`src/rtl/control_fsm.sv`:
```
// rtl/control_fsm.sv - multi-cycle fetch/decode/execute controller (optional BZ via CTRL_BRANCH_EN)
module control_fsm (
    input  logic       clk,
    input  logic       rst_n,
    input  logic       run,
    output logic       imem_req,
    output logic [7:0] imem_addr,
    input  logic [7:0] imem_rdata,
    input  logic       imem_ack,
    output logic [1:0] alu_op,
    output logic       imm_sel,
    output logic [1:0] imm2,
    input  logic       zero_flag,
    output logic [1:0] rf_ra1,
    output logic [1:0] rf_ra2,
    output logic [1:0] rf_wa,
    output logic       rf_we,
    output logic [7:0] pc,
    output logic       halted
);

    localparam logic [2:0] S_IDLE   = 3'd0;
    localparam logic [2:0] S_FETCH  = 3'd1;
    localparam logic [2:0] S_DECODE = 3'd2;
    localparam logic [2:0] S_EXEC   = 3'd3;
    localparam logic [2:0] S_WB     = 3'd4;
    localparam logic [2:0] S_HALT   = 3'd5;

    logic [2:0] state;
    logic [7:0] ir;
    logic       z_reg;
    logic [3:0] opcode;
    logic       is_alu;
    logic       is_halt;
    logic [7:0] pc_next;

    assign opcode    = ir[7:4];
    assign imem_req  = (state == S_FETCH);
    assign imem_addr = pc;
    assign halted    = (state == S_HALT);

    // Instruction class from the latched opcode; unlisted opcodes fall through as NOP
    always_comb begin
        is_alu  = 1'b0;
        is_halt = 1'b0;
        case (opcode)
            4'b0000, 4'b0001, 4'b0010,
            4'b0100, 4'b0101, 4'b0110: is_alu  = 1'b1;
            4'b1111:                   is_halt = 1'b1;
            default:                   ;
        endcase
    end

`ifdef CTRL_BRANCH_EN
    // Next pc: BZ adds the sign-extended 4-bit offset when the last ALU result was zero
    always_comb begin
        pc_next = pc + 8'd1;
        if (opcode == 4'b1000 && z_reg)
            pc_next = pc + 8'd1 + {{4{ir[3]}}, ir[3:0]};
    end
`else
    // Next pc: straight-line sequencing only
    always_comb begin
        pc_next = pc + 8'd1;
    end
`endif

    // Sequencer: state, instruction register, decoded controls, write strobe, pc and zero flag
    always_ff @(posedge clk) begin
        if (!rst_n) begin
            state   <= S_IDLE;
            pc      <= 8'd0;
            ir      <= 8'd0;
            z_reg   <= 1'b0;
            alu_op  <= 2'b00;
            imm_sel <= 1'b0;
            imm2    <= 2'b00;
            rf_ra1  <= 2'b00;
            rf_ra2  <= 2'b00;
            rf_wa   <= 2'b00;
            rf_we   <= 1'b0;
        end else begin
            case (state)
                S_IDLE: begin
                    if (run)
                        state <= S_FETCH;
                end
                S_FETCH: begin
                    if (imem_ack) begin
                        ir    <= imem_rdata;
                        state <= S_DECODE;
                    end
                end
                S_DECODE: begin
                    alu_op  <= ir[5:4];
                    imm_sel <= ir[6];
                    imm2    <= ir[1:0];
                    rf_ra1  <= ir[3:2];
                    rf_wa   <= ir[3:2];
                    rf_ra2  <= ir[1:0];
                    if (is_halt)
                        state <= S_HALT;
                    else if (is_alu)
                        state <= S_EXEC;
                    else
                        state <= S_WB;
                end
                S_EXEC: begin
                    rf_we <= 1'b1;
                    state <= S_WB;
                end
                S_WB: begin
                    if (rf_we)
                        z_reg <= zero_flag;
                    rf_we <= 1'b0;
                    pc    <= pc_next;
                    state <= S_FETCH;
                end
                S_HALT: begin
                    state <= S_HALT;
                end
                default: begin
                    state <= S_IDLE;
                end
            endcase
        end
    end

endmodule

```
`config.mk`:
```
export PLATFORM = sky130hd
export DESIGN_NAME = control_fsm
export DESIGN_NICKNAME = d
export VERILOG_FILES = /design/src/rtl/control_fsm.sv
export SDC_FILE = /design/constraint.sdc
export NUM_CORES = 1
export LEC_CHECK = 0
export CAP_MARGIN = 20
export CORE_MARGIN = 5
export CORE_UTILIZATION = 45
export DETAILED_ROUTE_END_ITERATION = 8
export MAX_ROUTING_LAYER = met4
export PLACE_DENSITY = 0.88
export SYNTH_ARGS = -nofsm -noshare
export SYNTH_HDL_FRONTEND = slang
export SYNTH_SLANG_ARGS = --single-unit
```
`constraint.sdc`:
```
create_clock -name clk -period 3.8 [get_ports clk]
set_input_delay 0.76 -clock clk [delete_from_list [all_inputs] [get_ports clk]]
set_output_delay 0.76 -clock clk [all_outputs]
set_load 0.01 [all_outputs]
```
Word level (Yosys, flattened, before mapping)

Index checks and enable logic that the tools add are counted.

Input bits: 13
Flip-flop bits (word level): 27
Logic and storage cells: 36
Output and inout port bits: 30

Add/sub/neg operators: 1
Reduce and logical (&&, ||, !) cells: 6
Mux-type cells: 8
Equality and inequality tests: 13

Operators with widths:

| operator                                                                 | number |
|---|---|
| 3-bit one-hot mux with 6 select lines                                    | 1 |
| 4-bit by 3-bit equality test with 1-bit output (second input constant)   | 3 |
| 3-bit 2-to-1 mux                                                         | 4 |
| 8-bit by 1-bit adder with 8-bit output (second input constant)           | 1 |
| 3-bit by 2-bit equality test with 1-bit output (second input constant)   | 2 |
| 3-bit equality test (second input constant)                              | 2 |
| 6-bit OR reduction                                                       | 1 |
| 4-bit by 1-bit equality test with 1-bit output (second input constant)   | 1 |
| 4-bit by 2-bit equality test with 1-bit output (second input constant)   | 1 |
| 4-bit equality test (second input constant)                              | 1 |
| 4-bit zero test                                                          | 1 |
| 2-bit AND reduction                                                      | 2 |
| 3-bit by 1-bit equality test with 1-bit output (second input constant)   | 1 |
| 3-bit zero test                                                          | 1 |
| 1-bit 2-to-1 mux                                                         | 2 |
| 2-bit by 1-bit inequality test with 1-bit output (second input constant) | 1 |
| 2-bit inequality test (second input constant)                            | 1 |
| 1-bit one-hot mux with 2 select lines                                    | 1 |
| 2-bit nonzero test                                                       | 1 |

Longest topological paths before layout

Gate-level depths: netlist (run 1).

Depth after elaboration: 6
Depth in mapped cells: 5
Depth with buffers taken out: 4

Least setup slack after synthesis (run 1)

OpenSTA, ideal clock, no wires.

Path kind: register -> output
Start point: reg state[0]
End point: out imem_req
Path buffers: 1
Stages on the path, launching flop included: 3
Arrival: 0.887 ns
Required time: 3.040 ns
Path slack: 2.153 ns
Cells stage by stage: dfxtp_1 > clkbuf_1 > nor3b_1

Longest elaborated chain between the ends: 1

RTL lines:

| what                                           | line | source |
|---|---|---|
| from (decl)                                    | 29   | `logic [2:0] state;` |
| from (signal assigned)                         | 71   | `state <= S_IDLE;` |
| from (signal assigned)                         | 86   | `state <= S_FETCH;` |
| from (signal assigned)                         | 91   | `state <= S_DECODE;` |
| 3-bit by 1-bit equality test with 1-bit output | 38   | `assign imem_req = (state == S_FETCH);` |
| to (decl)                                      | 6    | `output logic imem_req,` |

No other way between the ends.

Worst setup path in the final report (run 1)

Same ends and word-level chain as after synthesis.

==> results of run 1 <==
## logic make-up after synthesis
family | Yosys count | synth area share
muxes | 16 | 0.1325
DFF | 27 | 0.4472
adders and majority gates | 1 | 0.01035
buffers and inverters | 22 | 0.1170
and+or+nand+nor | 41 | 0.1832
xor gates and xnor gates | 2 | 0.01450
AOI/OAI and AO/OA | 20 | 0.09523
## final cells by class
cell class | count | area (sq um) | area share
clock buffer | 3 | 22.52 | 0.01433
clock inverter | 1 | 5.005 | 0.003185
inverter | 2 | 7.507 | 0.004777
multi-input combinational | 80 | 533.0 | 0.3392
sequential | 27 | 540.5 | 0.3439
tap | 30 | 37.54 | 0.02389
timing repair buffer | 43 | 425.4 | 0.2707
## cell usage in the layout (no fill, tap or decap)
cell / synthesis / final
and4_1: 1 / 1
and3_1: 1 / 1
clkinv_1: 1 / 1
nor2_1: 19 / 19
dfxtp_1: 27 / 27
nand4bb_1: 1 / 1
or4_1: 2 / 2
or3_1: 3 / 3
nor2b_1: 2 / 2
nor4bb_2: 0 / 1
a211oi_1: 1 / 1
o21a_1: 2 / 2
nor3_1: 2 / 2
mux2i_1: 16 / 16
and3b_1: 1 / 1
nand2_1: 2 / 2
or3b_1: 1 / 1
clkbuf_4: 0 / 3
clkinv_2: 0 / 1
nand4_1: 2 / 2
o21ai_0: 5 / 5
nor3b_1: 2 / 2
ha_1: 1 / 1
inv_1: 1 / 1
clkdlybuf4s50_1: 0 / 41
a21oi_1: 9 / 9
buf_4: 13 / 2
xor2_1: 2 / 2
nand3_1: 1 / 1
o31ai_1: 3 / 3
## report_power, final
part           switching, W  total (W)  internal [W]
sequential       0.00000942   0.000300      0.000291
combinational     0.0000236  0.0000560     0.0000324
clock             0.0000848   0.000124     0.0000394
total              0.000118   0.000480      0.000363
## worst paths after layout
kind | startpoint | to | slack (ns)
min reg2reg | imem_addr[7] | imem_addr[7] | 0.50
min | imem_addr[7] | imem_addr[7] | 0.50
max reg2reg | state[2] | imem_addr[5] | 1.97
max | state[0] | imem_req | 1.32
## worst max-delay path, delay by kind of cell (launching register included)
| kind | cells | cell delay, ns |
|---|---|---|
| buffers and inverters | 1 | 0.61 |
| flip-flops | 1 | 0.52 |
| AND/OR/NAND/NOR | 1 | 0.27 |
## cell usage after synthesis (all sizes together)
master | number | share of area
nor3b | 2 | 0.012
nand2 | 2 | 0.0062
and3 | 1 | 0.0052
or4 | 2 | 0.012
o21a | 2 | 0.012
or3 | 3 | 0.016
buf | 17 | 0.10
nor4bb | 1 | 0.0083
inv | 1 | 0.0031
ha | 1 | 0.010
dfxtp | 27 | 0.45
nor2b | 2 | 0.010
or3b | 1 | 0.0072
and3b | 1 | 0.0072
nand3 | 1 | 0.0041
nand4 | 2 | 0.010
a211oi | 1 | 0.0062
o31ai | 3 | 0.019
o21ai | 5 | 0.021
clkbuf | 3 | 0.0093
nand4bb | 1 | 0.0093
nor2 | 19 | 0.059
a21oi | 9 | 0.037
xor2 | 2 | 0.014
clkinv | 1 | 0.0031
and4 | 1 | 0.0072
nor3 | 2 | 0.0083
mux2i | 16 | 0.13
## stage by stage
stage	area (sq um)	util	cells	hold WS, ns
3_3_place_gp	1544	0.6121	182	0.4725
6_report	1572	0.6230	186	0.4988
5_1_grt	1572	0.6230	186	0.5454
2_1_floorplan	1209	-	129	0.4601
4_1_cts	1572	0.6230	186	0.5085
3_5_place_dp	1544	0.6121	182	0.4861
## per-layer routing
metal / share of wire / vias up / routed length (um)
li1: - / 491 / -
met1: 0.43 / 463 / 1091
met2: 0.47 / 43 / 1201
met3: 0.083 / 2 / 211
met4: 0.0095 / 0 / 24
met5: 0 / - / 0
## sequential cells by signal (all words and copies together), names as in the netlist
signal / flops
imem_addr: 8
ir: 8
state: 3
alu_op: 2
rf_ra2: 2
rf_wa: 2
imm_sel: 1
rf_we: 1
==> impl_metrics.env, run 1 <==
export IMPL_status="completed"
export IMPL_routed_wirelength_um=2529
export IMPL_setup_viol_count_final=0
export IMPL_grt_max_degree=27
export IMPL_grt_setup_unrepaired="no"
export IMPL_vdd_drop_max_uv=188.1
export IMPL_crit_arrival_ns=1.72
export IMPL_die_area_sq_mm=0.003822
export IMPL_die_w_um=61.83
export IMPL_grt_pass1_vias=966
export IMPL_yosysWarnings=0
export IMPL_drc=0
export IMPL_clock_skew_ns=0.001945
export IMPL_fillers=228
export IMPL_numClockSinks=27
export IMPL_cts_tree="yes"
export IMPL_finalWorstSetupSlack_ns=1.317
export IMPL_path_clk_slew_ns=0.15
export IMPL_total_power_w=0.0004804
export IMPL_post_route_min_period_ns=2.483
export IMPL_syn2layout_area_growth_pct=30.02
export IMPL_clkLatencyLatePin_ns=0.32
export IMPL_slew_viol_final=0
export IMPL_grt_util_met2=0.2481
export IMPL_vias_per_cell=5.371
export IMPL_cts_htree_levels=1
export IMPL_reg2reg_depth=3
export IMPL_hold_viol_final=0
export IMPL_overflow=0
export IMPL_worstMarginPinSlew_ns=0.6645
export IMPL_cap_violations=0
export IMPL_period_share=0.6533
export IMPL_ctsRootBufferMaster="clkbuf_4"
export IMPL_hold_depth=2
export IMPL_critical_path_max_fanout=12
export IMPL_hpwl_um=1926
export IMPL_min_path_type="reg -> reg"
export IMPL_fmax_mhz=402.8
export IMPL_die_h_um=61.83
export IMPL_p_leak_nw=0.5407
export IMPL_power_density_mw_per_mm2=305.7
export IMPL_path_cells="nor3b_1 > clkdlybuf4s50_1"
export IMPL_antenna_found_initial=0
export IMPL_port_buffer_count=41
export IMPL_top_usage_layer="met2"
export IMPL_end_kind="primary output"
export IMPL_cts_setup_buffers=0
export IMPL_cpMaxStageDelayCell="clkdlybuf4s50_1"
export IMPL_layout_drive_gt1_share=0.04487
export IMPL_clockBufferDepth=2
export IMPL_syn_area_per_cell_sq_um=9.369
export IMPL_syn_area_sq_mm=0.001209
export IMPL_ctsHoldBuffers=0
export IMPL_cts_made_buffers=3
export IMPL_ys_seq_elements=27
export IMPL_start_kind="register"
export IMPL_fin_setup_tns_ns=0
export IMPL_slowest_delay_ns=0.61
export IMPL_avgRoutedWirePerCell_um=13.60
export IMPL_relSlewSlack=0.5543
export IMPL_yosysSeqAreaShare=0.4472
export IMPL_yosys_cell_types_count=31
export IMPL_grt_first_pass_wirelength_um=4064
export IMPL_grt_use_met1=0.1591
export IMPL_synth_cells=129
export IMPL_num_vias=999
export IMPL_grt_use_total=0.1407
export IMPL_nNetsFinal=171
export IMPL_initial_core_util=0.4792
export IMPL_coreArea_sq_mm=0.002522
export IMPL_n_antenna_cell=0
export IMPL_io_pins=43
export IMPL_path_class="reg -> out"
export IMPL_drtIter0Drc=12
export IMPL_grtUsageMet3=0.03306
export IMPL_gp_congestion=0.8362
export IMPL_place_ws_ns=1.547
export IMPL_rows=18
export IMPL_synthesis_nets=143
export IMPL_ant_nets=0
export IMPL_first_pass_iters=4
export IMPL_cp_required_ns=3.04
export IMPL_cts_resized=0
No activity file was read; power rests on OpenSTA's default activity.
==> run 2: changes to the inputs <==
--- a/config.mk
+++ b/config.mk
@@ -7,10 +7,10 @@
 export LEC_CHECK = 0
 export CAP_MARGIN = 20
 export CORE_MARGIN = 5
-export CORE_UTILIZATION = 45
+export CORE_UTILIZATION = 39
 export DETAILED_ROUTE_END_ITERATION = 8
 export MAX_ROUTING_LAYER = met4
-export PLACE_DENSITY = 0.88
+export PLACE_DENSITY = 0.82
 export SYNTH_ARGS = -nofsm -noshare
 export SYNTH_HDL_FRONTEND = slang
 export SYNTH_SLANG_ARGS = --single-unit
==> constraint.sdc (replaced) <==
create_clock -name clk -period 2 [get_ports clk]
set_input_delay 0.4 -clock clk [delete_from_list [all_inputs] [get_ports clk]]
set_output_delay 0.4 -clock clk [all_outputs]
set_load 0.01 [all_outputs]
==> run 2 against run 1 <==
Against the previous run: first-iteration DRC count grew to 4.3 times the previous value; sequential share of layout area is 0.15 points lower; sequential power is 90% higher; non-clock buffer count is 1 higher; combinational power is 89% higher; clock power is 91% higher; routed wire length is 1.3% higher; power is 90% higher; critical path depth is 1 lower; clock skew is 0.0057 ns higher; die area is 13% higher; largest power group unchanged; via count is 0.10% lower; largest cell class unchanged.
==> impl_metrics.env, run 2 (synthesis gave the netlist of run 1 again) <==
export IMPL_status="completed"
export IMPL_grt_use_total=0.1325
export IMPL_numClockSinks=27
export IMPL_power_density_mw_per_mm2=572.6
export IMPL_drc=0
export IMPL_min_path_type="reg -> reg"
export IMPL_layout_drive_gt1_share=0.07006
export IMPL_clkLatencyLatePin_ns=0.33
export IMPL_relSlewSlack=0.8035
export IMPL_path_buf_inv=1
export IMPL_ctsRootBufferMaster="clkbuf_4"
export IMPL_top_usage_layer="met2"
export IMPL_rows=20
export IMPL_gp_congestion=0.8105
export IMPL_ctsHoldBuffers=0
export IMPL_coreArea_sq_mm=0.003003
export IMPL_grt_first_pass_wirelength_um=4360
export IMPL_first_pass_iters=4
export IMPL_fin_setup_tns_ns=0
export IMPL_grt_setup_unrepaired="no"
export IMPL_vdd_drop_max_uv=573.4
export IMPL_grt_pass1_vias=981
export IMPL_period_share=0.8961
export IMPL_clock_skew_ns=0.007597
export IMPL_regArea_sq_um=546.8
export IMPL_final_common_cell="clkdlybuf4s50_1"
export IMPL_cp_required_ns=1.60
export IMPL_slew_viol_final=0
export IMPL_path_cells="clkdlybuf4s50_1"
export IMPL_cts_htree_levels=1
export IMPL_vias_per_cell=5.253
export IMPL_fillers=285
export IMPL_cap_violations=0
export IMPL_num_vias=998
export IMPL_start_kind="register"
export IMPL_n_antenna_cell=0
export IMPL_drtIter0Drc=51
export IMPL_hold_viol_final=0
export IMPL_hpwl_um=1959
export IMPL_total_power_w=0.0009142
export IMPL_cts_tree="yes"
export IMPL_avgRoutedWirePerCell_um=13.49
export IMPL_cpMaxStageDelayCell="clkdlybuf4s50_1"
export IMPL_path_class="reg -> out"
export IMPL_multi_input_area_sq_um=533.0
export IMPL_die_area_sq_mm=0.004313
export IMPL_routed_wirelength_um=2563
export IMPL_initial_core_util=0.4025
export IMPL_io_pins=43
export IMPL_port_buffer_count=41
export IMPL_p_leak_nw=0.5767
export IMPL_worstMarginPinSlew_ns=0.2930
export IMPL_grt_use_met1=0.1466
export IMPL_critical_path_max_fanout=8
export IMPL_overflow=0
export IMPL_crit_family="buffers and inverters"
export IMPL_grt_util_met2=0.2215
export IMPL_nNetsFinal=172
export IMPL_clockBufferDepth=2
export IMPL_setup_viol_count_final=0
export IMPL_syn2layout_area_growth_pct=32.09
export IMPL_die_h_um=65.67
export IMPL_ant_nets=0
export IMPL_fmax_mhz=558.0
export IMPL_end_kind="primary output"
export IMPL_path_clk_slew_ns=0.14
export IMPL_die_w_um=65.67
export IMPL_crit_arrival_ns=1.39
export IMPL_grtUsageMet3=0.04957
export IMPL_grt_max_degree=18
export IMPL_cts_made_buffers=3
export IMPL_slowest_delay_ns=0.59
export IMPL_mostFrequentLayoutCells="clkdlybuf4s50_1 (39), dfxtp_1 (24), nor2_1 (19), mux2i_1 (16), a21oi_1 (9)"
export IMPL_post_route_min_period_ns=1.792
export IMPL_antenna_found_initial=0
==> run 2: final timing paths <==
kind | slack [ns] | cells past startpoint | start | end
worst max-delay path | 0.21 | 1 | imem_addr[3] | imem_addr[3]
worst min-delay path | 0.52 | 2 | ir[2] | ir[2]
worst max register to register | 0.27 | 3 | state[2] | imem_addr[7]
worst min register to register | 0.52 | 2 | ir[2] | ir[2]
==> run 2: per-stage QoR <==
step	worst slack, ns	utilization	cell area (sq um)	instances	hold slack (ns)
floorplan	0.3958	-	1209	129	0.4601
global route	0.1258	0.5317	1597	190	0.5673
CTS	0.03357	0.5292	1589	190	0.5252
detailed placement	0.1884	0.5179	1555	186	0.4882
finish	0.2077	0.5317	1597	190	0.5200
global placement	0.2799	0.5179	1555	186	0.4733
==> run 2: where the power goes <==
part           total (W)  internal (W)  switching (W)
Sequential      0.000571      0.000553      0.0000178
Combinational   0.000106     0.0000622      0.0000437
Clock           0.000237     0.0000766       0.000161
==> run 2: final cells by class <==
cell class                      instances  share of cell area
Multi-Input combinational cell         80              0.3339
Sequential cell                        27              0.3425
Tap cell                               33             0.02586
Clock buffer                            3             0.01411
Inverter                                2            0.004702
Timing Repair Buffer                   44              0.2743
Clock inverter                          1            0.004702
==> run 2: what timing repair did <==
item / CTS / global route
setup endpoints to repair: 2 / 2
setup buffers: 0 / 0
resized for setup: 3 / 3
==> run 2: metal layers <==
| layer | part of all wire | vias to the layer above |
|---|---|---|
| li1 | - | 495 |
| met1 | 0.42 | 456 |
| met2 | 0.48 | 41 |
| met3 | 0.082 | 6 |
| met4 | 0.016 | 0 |
| met5 | 0 | - |
